### config.mk
export PLATFORM = sky130hd
export DESIGN_NAME = i2c_pad_conditioner_flat
export DESIGN_NICKNAME = d
export VERILOG_FILES = /design/src/rtl/i2c_pad_conditioner_if.sv /design/src/rtl/i2c_pad_conditioner.sv /design/src/flat_wrapper.sv
export SDC_FILE = /design/constraint.sdc
export NUM_CORES = 1
export LEC_CHECK = 0
export CAP_MARGIN = 20
export CORE_AREA = 2 2 39 41
export CTS_CLUSTER_SIZE = 30
export DETAILED_ROUTE_END_ITERATION = 8
export DIE_AREA = 0 0 41 43
export DONT_BUFFER_PORTS = 1
export PLACE_DENSITY = 0.72
export SKIP_LAST_GASP = 1
export SYNTH_ARGS = -nofsm -noshare
export SYNTH_HDL_FRONTEND = slang
export SYNTH_SLANG_ARGS = --single-unit
### constraint.sdc
create_clock -name clk_riscv -period 1.5 [get_ports clk_riscv]
set_clock_uncertainty 0.1 [all_clocks]
set_input_delay 0.3 -clock clk_riscv [delete_from_list [all_inputs] [get_ports clk_riscv]]
set_output_delay 0.3 -clock clk_riscv [all_outputs]
set_load 0.01 [all_outputs]
### src/rtl/i2c_pad_conditioner_if.sv
// Signal bundle between the I2C_0 pad conditioner and its environment.
// master drives the raw pads and core OE lines; slave is the conditioner itself.
interface i2c_pad_conditioner_if;
  logic scl_pad_i;
  logic sda_pad_i;
  logic scl_oe_i;
  logic sda_oe_i;
  logic scl_o;
  logic sda_o;
  logic start_o;
  logic stop_o;
  logic bus_busy_o;
  logic arb_lost_o;
  logic stuck_o;

  modport master (
    output scl_pad_i, sda_pad_i, scl_oe_i, sda_oe_i,
    input  scl_o, sda_o, start_o, stop_o, bus_busy_o, arb_lost_o, stuck_o
  );

  modport slave (
    input  scl_pad_i, sda_pad_i, scl_oe_i, sda_oe_i,
    output scl_o, sda_o, start_o, stop_o, bus_busy_o, arb_lost_o, stuck_o
  );
endinterface

### src/rtl/i2c_pad_conditioner.sv
// Synchronise and deglitch the I2C_0 pads, detect START/STOP, track bus busy, flag lost arbitration.
// Define I2C_PAD_COND_TIMEOUT_EN to add the SCL-held-low timeout (stuck_o).
module i2c_pad_conditioner #(
  parameter int unsigned FILT_LEN    = 5,
  parameter int unsigned TIMEOUT_CYC = 1750000
) (
  input  logic                   clk_riscv,
  input  logic                   rst_in,
  i2c_pad_conditioner_if.slave   bus
);

  localparam int unsigned      CW       = $clog2(FILT_LEN + 1);
  localparam logic [CW-1:0]    CNT_LAST = CW'(FILT_LEN - 1);
  localparam logic [CW-1:0]    CNT_ONE  = CW'(1);

  typedef enum logic {IDLE, BUSY} state_t;

  // Index 0 is SCL, index 1 is SDA throughout.
  logic [1:0]    sync1;
  logic [1:0]    sync2;
  logic [1:0]    filt;
  logic [CW-1:0] cnt [2];
  logic          scl_q;
  logic          sda_q;
  logic          start_cond;
  logic          stop_cond;
  logic          arb_cond;
  logic          start_q;
  logic          stop_q;
  logic          arb_q;
  logic          stuck;
  logic          stuck_rise;
  logic          bus_busy;
  logic          unused_scl_oe;
  state_t        state_q;
  state_t        state_d;

  always_ff @(posedge clk_riscv or negedge rst_in) begin
    if (!rst_in) begin
      sync1  <= 2'b11;
      sync2  <= 2'b11;
      filt   <= 2'b11;
      cnt[0] <= '0;
      cnt[1] <= '0;
    end else begin
      sync1 <= {bus.sda_pad_i, bus.scl_pad_i};
      sync2 <= sync1;
      for (int i = 0; i < 2; i++) begin
        if (sync2[i] == filt[i]) begin
          cnt[i] <= '0;
        end else if (cnt[i] == CNT_LAST) begin
          filt[i] <= sync2[i];
          cnt[i]  <= '0;
        end else begin
          cnt[i] <= cnt[i] + CNT_ONE;
        end
      end
    end
  end

  // A line changing in the same cycle as the other one disqualifies START/STOP.
  assign start_cond = sda_q & ~filt[1] & scl_q & filt[0];
  assign stop_cond  = ~sda_q & filt[1] & scl_q & filt[0];
  assign arb_cond   = (state_q == BUSY) & ~scl_q & filt[0] & ~bus.sda_oe_i & ~filt[1];

  always_ff @(posedge clk_riscv or negedge rst_in) begin
    if (!rst_in) begin
      scl_q   <= 1'b1;
      sda_q   <= 1'b1;
      start_q <= 1'b0;
      stop_q  <= 1'b0;
      arb_q   <= 1'b0;
    end else begin
      scl_q   <= filt[0];
      sda_q   <= filt[1];
      start_q <= start_cond;
      stop_q  <= stop_cond;
      arb_q   <= arb_cond;
    end
  end

`ifdef I2C_PAD_COND_TIMEOUT_EN
  localparam logic [31:0] TO_MAX = 32'(TIMEOUT_CYC);

  logic [31:0] to_cnt;
  logic        stuck_q;

  always_ff @(posedge clk_riscv or negedge rst_in) begin
    if (!rst_in) begin
      to_cnt  <= '0;
      stuck_q <= 1'b0;
    end else begin
      if (filt[0]) begin
        to_cnt <= '0;
      end else if (to_cnt != TO_MAX) begin
        to_cnt <= to_cnt + 32'd1;
      end
      stuck_q <= stuck;
    end
  end

  assign stuck      = (to_cnt == TO_MAX);
  assign stuck_rise = stuck & ~stuck_q;
`else
  logic unused_timeout;

  assign stuck          = 1'b0;
  assign stuck_rise     = 1'b0;
  assign unused_timeout = ^TIMEOUT_CYC;
`endif

  always_ff @(posedge clk_riscv or negedge rst_in) begin
    if (!rst_in) begin
      state_q <= IDLE;
    end else begin
      state_q <= state_d;
    end
  end

  // Repeated START and stray STOP leave the state alone; only the pulses report them.
  always_comb begin
    state_d = state_q;
    case (state_q)
      IDLE: if (start_cond) state_d = BUSY;
      BUSY: if (stuck_rise || stop_cond) state_d = IDLE;
    endcase
  end

  always_comb begin
    bus_busy = (state_q == BUSY);
  end

  // The core's SCL drive is carried on the bundle but nothing here depends on it.
  assign unused_scl_oe  = bus.scl_oe_i;

  assign bus.scl_o      = filt[0];
  assign bus.sda_o      = filt[1];
  assign bus.start_o    = start_q;
  assign bus.stop_o     = stop_q;
  assign bus.arb_lost_o = arb_q;
  assign bus.bus_busy_o = bus_busy;
  assign bus.stuck_o    = stuck;

endmodule
### src/flat_wrapper.sv
// flat-port wrapper written by rule: the top's interface ports become plain ports
module i2c_pad_conditioner_flat 
#(
  parameter int unsigned FILT_LEN    = 5,
  parameter int unsigned TIMEOUT_CYC = 1750000
)
  (clk_riscv, rst_in, bus_scl_pad_i, bus_sda_pad_i, bus_scl_oe_i, bus_sda_oe_i, bus_scl_o, bus_sda_o, bus_start_o, bus_stop_o, bus_bus_busy_o, bus_arb_lost_o, bus_stuck_o);
  i2c_pad_conditioner_if bus_i ();
  input  logic clk_riscv;
  input  logic rst_in;
  input wire logic [$bits(bus_i.scl_pad_i)-1:0] bus_scl_pad_i;
  input wire logic [$bits(bus_i.sda_pad_i)-1:0] bus_sda_pad_i;
  input wire logic [$bits(bus_i.scl_oe_i)-1:0] bus_scl_oe_i;
  input wire logic [$bits(bus_i.sda_oe_i)-1:0] bus_sda_oe_i;
  output wire logic [$bits(bus_i.scl_o)-1:0] bus_scl_o;
  output wire logic [$bits(bus_i.sda_o)-1:0] bus_sda_o;
  output wire logic [$bits(bus_i.start_o)-1:0] bus_start_o;
  output wire logic [$bits(bus_i.stop_o)-1:0] bus_stop_o;
  output wire logic [$bits(bus_i.bus_busy_o)-1:0] bus_bus_busy_o;
  output wire logic [$bits(bus_i.arb_lost_o)-1:0] bus_arb_lost_o;
  output wire logic [$bits(bus_i.stuck_o)-1:0] bus_stuck_o;
  assign bus_i.scl_pad_i = bus_scl_pad_i;
  assign bus_i.sda_pad_i = bus_sda_pad_i;
  assign bus_i.scl_oe_i = bus_scl_oe_i;
  assign bus_i.sda_oe_i = bus_sda_oe_i;
  assign bus_scl_o = bus_i.scl_o;
  assign bus_sda_o = bus_i.sda_o;
  assign bus_start_o = bus_i.start_o;
  assign bus_stop_o = bus_i.stop_o;
  assign bus_bus_busy_o = bus_i.bus_busy_o;
  assign bus_arb_lost_o = bus_i.arb_lost_o;
  assign bus_stuck_o = bus_i.stuck_o;
  i2c_pad_conditioner #(.FILT_LEN(FILT_LEN), .TIMEOUT_CYC(TIMEOUT_CYC)) u_core (.clk_riscv(clk_riscv), .rst_in(rst_in), .bus(bus_i));
endmodule
==> flow_summary_export.csv <==
group,metric,value,unit
outcome,status,"finished clean",
setup_path,worst_setup_path_start_kind,"flip-flop",
setup_path,path_class,"reg -> out",
global_routing,antenna_found_initial,0,
routing,vias_per_cell,4.974,
layout,syn_to_final_growth,10.68,%
layout,fin_nets,72,
floorplanning,core_area,1384,sq um
global_routing,overflow,0,
setup_path,worstSetupEndpointType,"output port",
sta,tns,0,ns
layout,diodes,0,
routing,antenna_left,0,
yosys,syn_inst,54,
placement,globalplace.congestion,0.5948,
sta,rsz0062_at_grt,"no",
routing,vias,378,
global_routing,grt_use_total,0.1256,
clock_network,htreeDepth,1,
min_path,hold_class,"reg -> reg",
pwr,total_power,1316,uW
floorplanning,die_w,41,um
clock_network,postCtsSetupBuffers,0,
clock_network,cts_sinks,18,
setup_path,path_max_fanout,8,
routing,dr.pass1.iters,3,
yosys,synth_nets,64,
flow_run,maxCapViolations,0,
global_routing,grt_max_degree,19,
placement,port_buffers,0,
yosys,ys_seq_area_frac,0.6548,
clock_network,numCtsBuffers,3,
setup_path,cp.required,1.10,ns
yosys,syn_avg_cell_area,13.02,sq um
yosys,synthMuxAreaShare,0.04626,
clock_network,cts_hold_buf,4,
sta,finalCritPeriodShare,0.8763,
pwr,vdd_drop_max,0.0006851,V
sta,tightestPinTransition,0.7672,ns
yosys,yosys.area_share.simple,0.1299,
pwr,total_leakage_power,0.0003447,uW
sta,setup_slack,0.1856,ns
pwr,powerDensity,1690,nW/um^2
layout,layoutNonFillerInstCount,76,
yosys,syn_area,703.2,sq um
setup_path,worstPathArrival,0.91,ns
placement,dp.cells,69,
clock_network,cts-resized-gates,0,
sta,min_period,1.314,ns
floorplanning,die_area,1763,sq um
routing,drt-total-wl,840,um
sta,max_freq,0.7608,GHz
yosys,yosys_warnings,0,
clock_network,cts-root-buf,"clkbuf_4",
placement,pre_cts_ws,0.2487,ns
layout,drive_above_1_share,0.2500,
routing,drc,0,
yosys,synth-compound-area-share,0.02491,
yosys,ys_types,20,
floorplanning,start_util,0.5081,
clock_network,clock_latency,0.28,ns
sta,drv_slew,0,
yosys,synth_top_family_by_area,"simple AND/OR/NAND/NOR gates",
sta,finalSetupViolCount,0,
floorplanning,die_h,43,um
yosys,ys_ff_latch,18,
global_routing,grt_pass1_wl,1.449,mm
clock_network,path_clk_slew,0.09,ns
global_routing,grt_pass1_vias,397,
yosys,synthAdderAreaFrac,0.07117,
routing,drt-initial-drc-count,2,
floorplanning,rows,14,
yosys,synth_xor_area_frac,0.02491,
floorplanning,ios,13,
clock_network,clockBufferDepth,2,
placement,dp.final_hpwl,587.4,um
sta,hold_viol_final,0,
routing,wl_per_cell,11.05,um
clock_network,cts_tree,"yes",
sta,relSlewSlack,0.4868,
==> flip-flops by register name (all words and copies together) (netlist names), 2 cells and up <==
register and cells:
u_core.cnt 6, u_core.filt 2, u_core.sync1 2, u_core.sync2 2
==> synth_stat cells <==
cell type	instances	area share
dfrtp_1	10	0.36
dfstp_2	8	0.30
inv_1	6	0.032
ha_1	4	0.071
nand2_1	4	0.021
nor2_1	4	0.021
mux2_2	2	0.032
nor2b_1	2	0.018
nor3b_2	2	0.036
xnor2_1	2	0.025
a21oi_1	1	0.0071
buf_4	1	0.011
conb_1	1	0.0053
mux2i_1	1	0.014
nand3_1	1	0.0071
nor3_1	1	0.0071
nor3b_1	1	0.011
nor4_1	1	0.0089
o21ai_1	1	0.0071
o31ai_1	1	0.011
==> final cells by class <==
class,instances,area (sq um)
clock buffer,3,22.52
fill,110,605.6
tap,16,20.02
sequential,18,460.4
multi-input combinational,29,212.7
timing repair buffer,4,40.04
inverter,6,22.52
==> report_power, final <==
part	leakage (uW)	total [uW]	internal, uW	switching [uW]
combinational	0.000113	286	150	136
sequential	0.000218	803	657	145
clock	0.0000138	227	93.0	134
==> cells in the final DEF, fill, tap and decap left out <==
cell / synthesis / layout
nor3b_1: 1 / 1
dlygate4sd3_1: 0 / 4
inv_1: 6 / 6
nand3_1: 1 / 1
dfrtp_1: 10 / 10
nor3_1: 1 / 1
clkbuf_4: 0 / 3
nor2b_1: 2 / 2
dfstp_2: 8 / 8
nor4_1: 1 / 1
mux2i_1: 1 / 1
a21oi_1: 1 / 1
nand2_1: 4 / 4
xnor2_1: 2 / 2
nor3b_2: 2 / 2
o31ai_1: 1 / 1
o21ai_1: 1 / 1
mux2_2: 2 / 2
conb_1: 1 / 1
nor2_1: 4 / 4
ha_1: 4 / 4
==> cell families (layout without fill, tap and decap cells) <==
family | count (synthesis) | count (layout)
AO/OA/AOI/OAI | 3 | 3
XOR/XNOR | 2 | 2
adder cells (fa/ha/maj) | 4 | 4
buffers and inverters | 7 | 13
flip-flops | 18 | 18
multiplexers | 3 | 3
other | 1 | 1
AND/OR/NAND/NOR | 16 | 16
==> final timing paths <==
| path | cells past startpoint | end | slack, ns | start |
|---|---|---|---|---|
| min in group asynchronous | 1 | u_core.bus.stop_o | 0.43 | rst_in |
| setup reg to reg | 3 | u_core.bus.bus_busy_o | 0.23 | u_core.filt[1] |
| setup / recovery | 0 | bus_sda_o | 0.19 | u_core.filt[1] |
| hold / removal | 0 | u_core.sync2[0] | 0.26 | u_core.sync1[0] |
| hold reg to reg | 0 | u_core.sync2[0] | 0.26 | u_core.sync1[0] |
| max in group asynchronous | 1 | u_core.cnt[2] | 0.40 | rst_in |
==> metrics by stage <==
| stage | hold slack (ns) | util | instance area, sq um |
|---|---|---|---|
| after floorplan | -0.09559 | - | 703.2 |
| after global placement | -0.09526 | 0.5172 | 715.7 |
| after detailed placement | -0.09523 | 0.5172 | 715.7 |
| after CTS | 0.2614 | 0.5624 | 778.2 |
| after global routing | 0.2660 | 0.5624 | 778.2 |
| final | 0.2600 | 0.5624 | 778.2 |
==> layer usage <==
metal,up-vias,wire (um),track usage
met5,-,0,0
met2,12,357,0.1750
li1,182,-,-
met1,182,424,0.1678
met3,2,51,0.03141
met4,0,6,0.08000
Power figures use the tool's default switching activity.
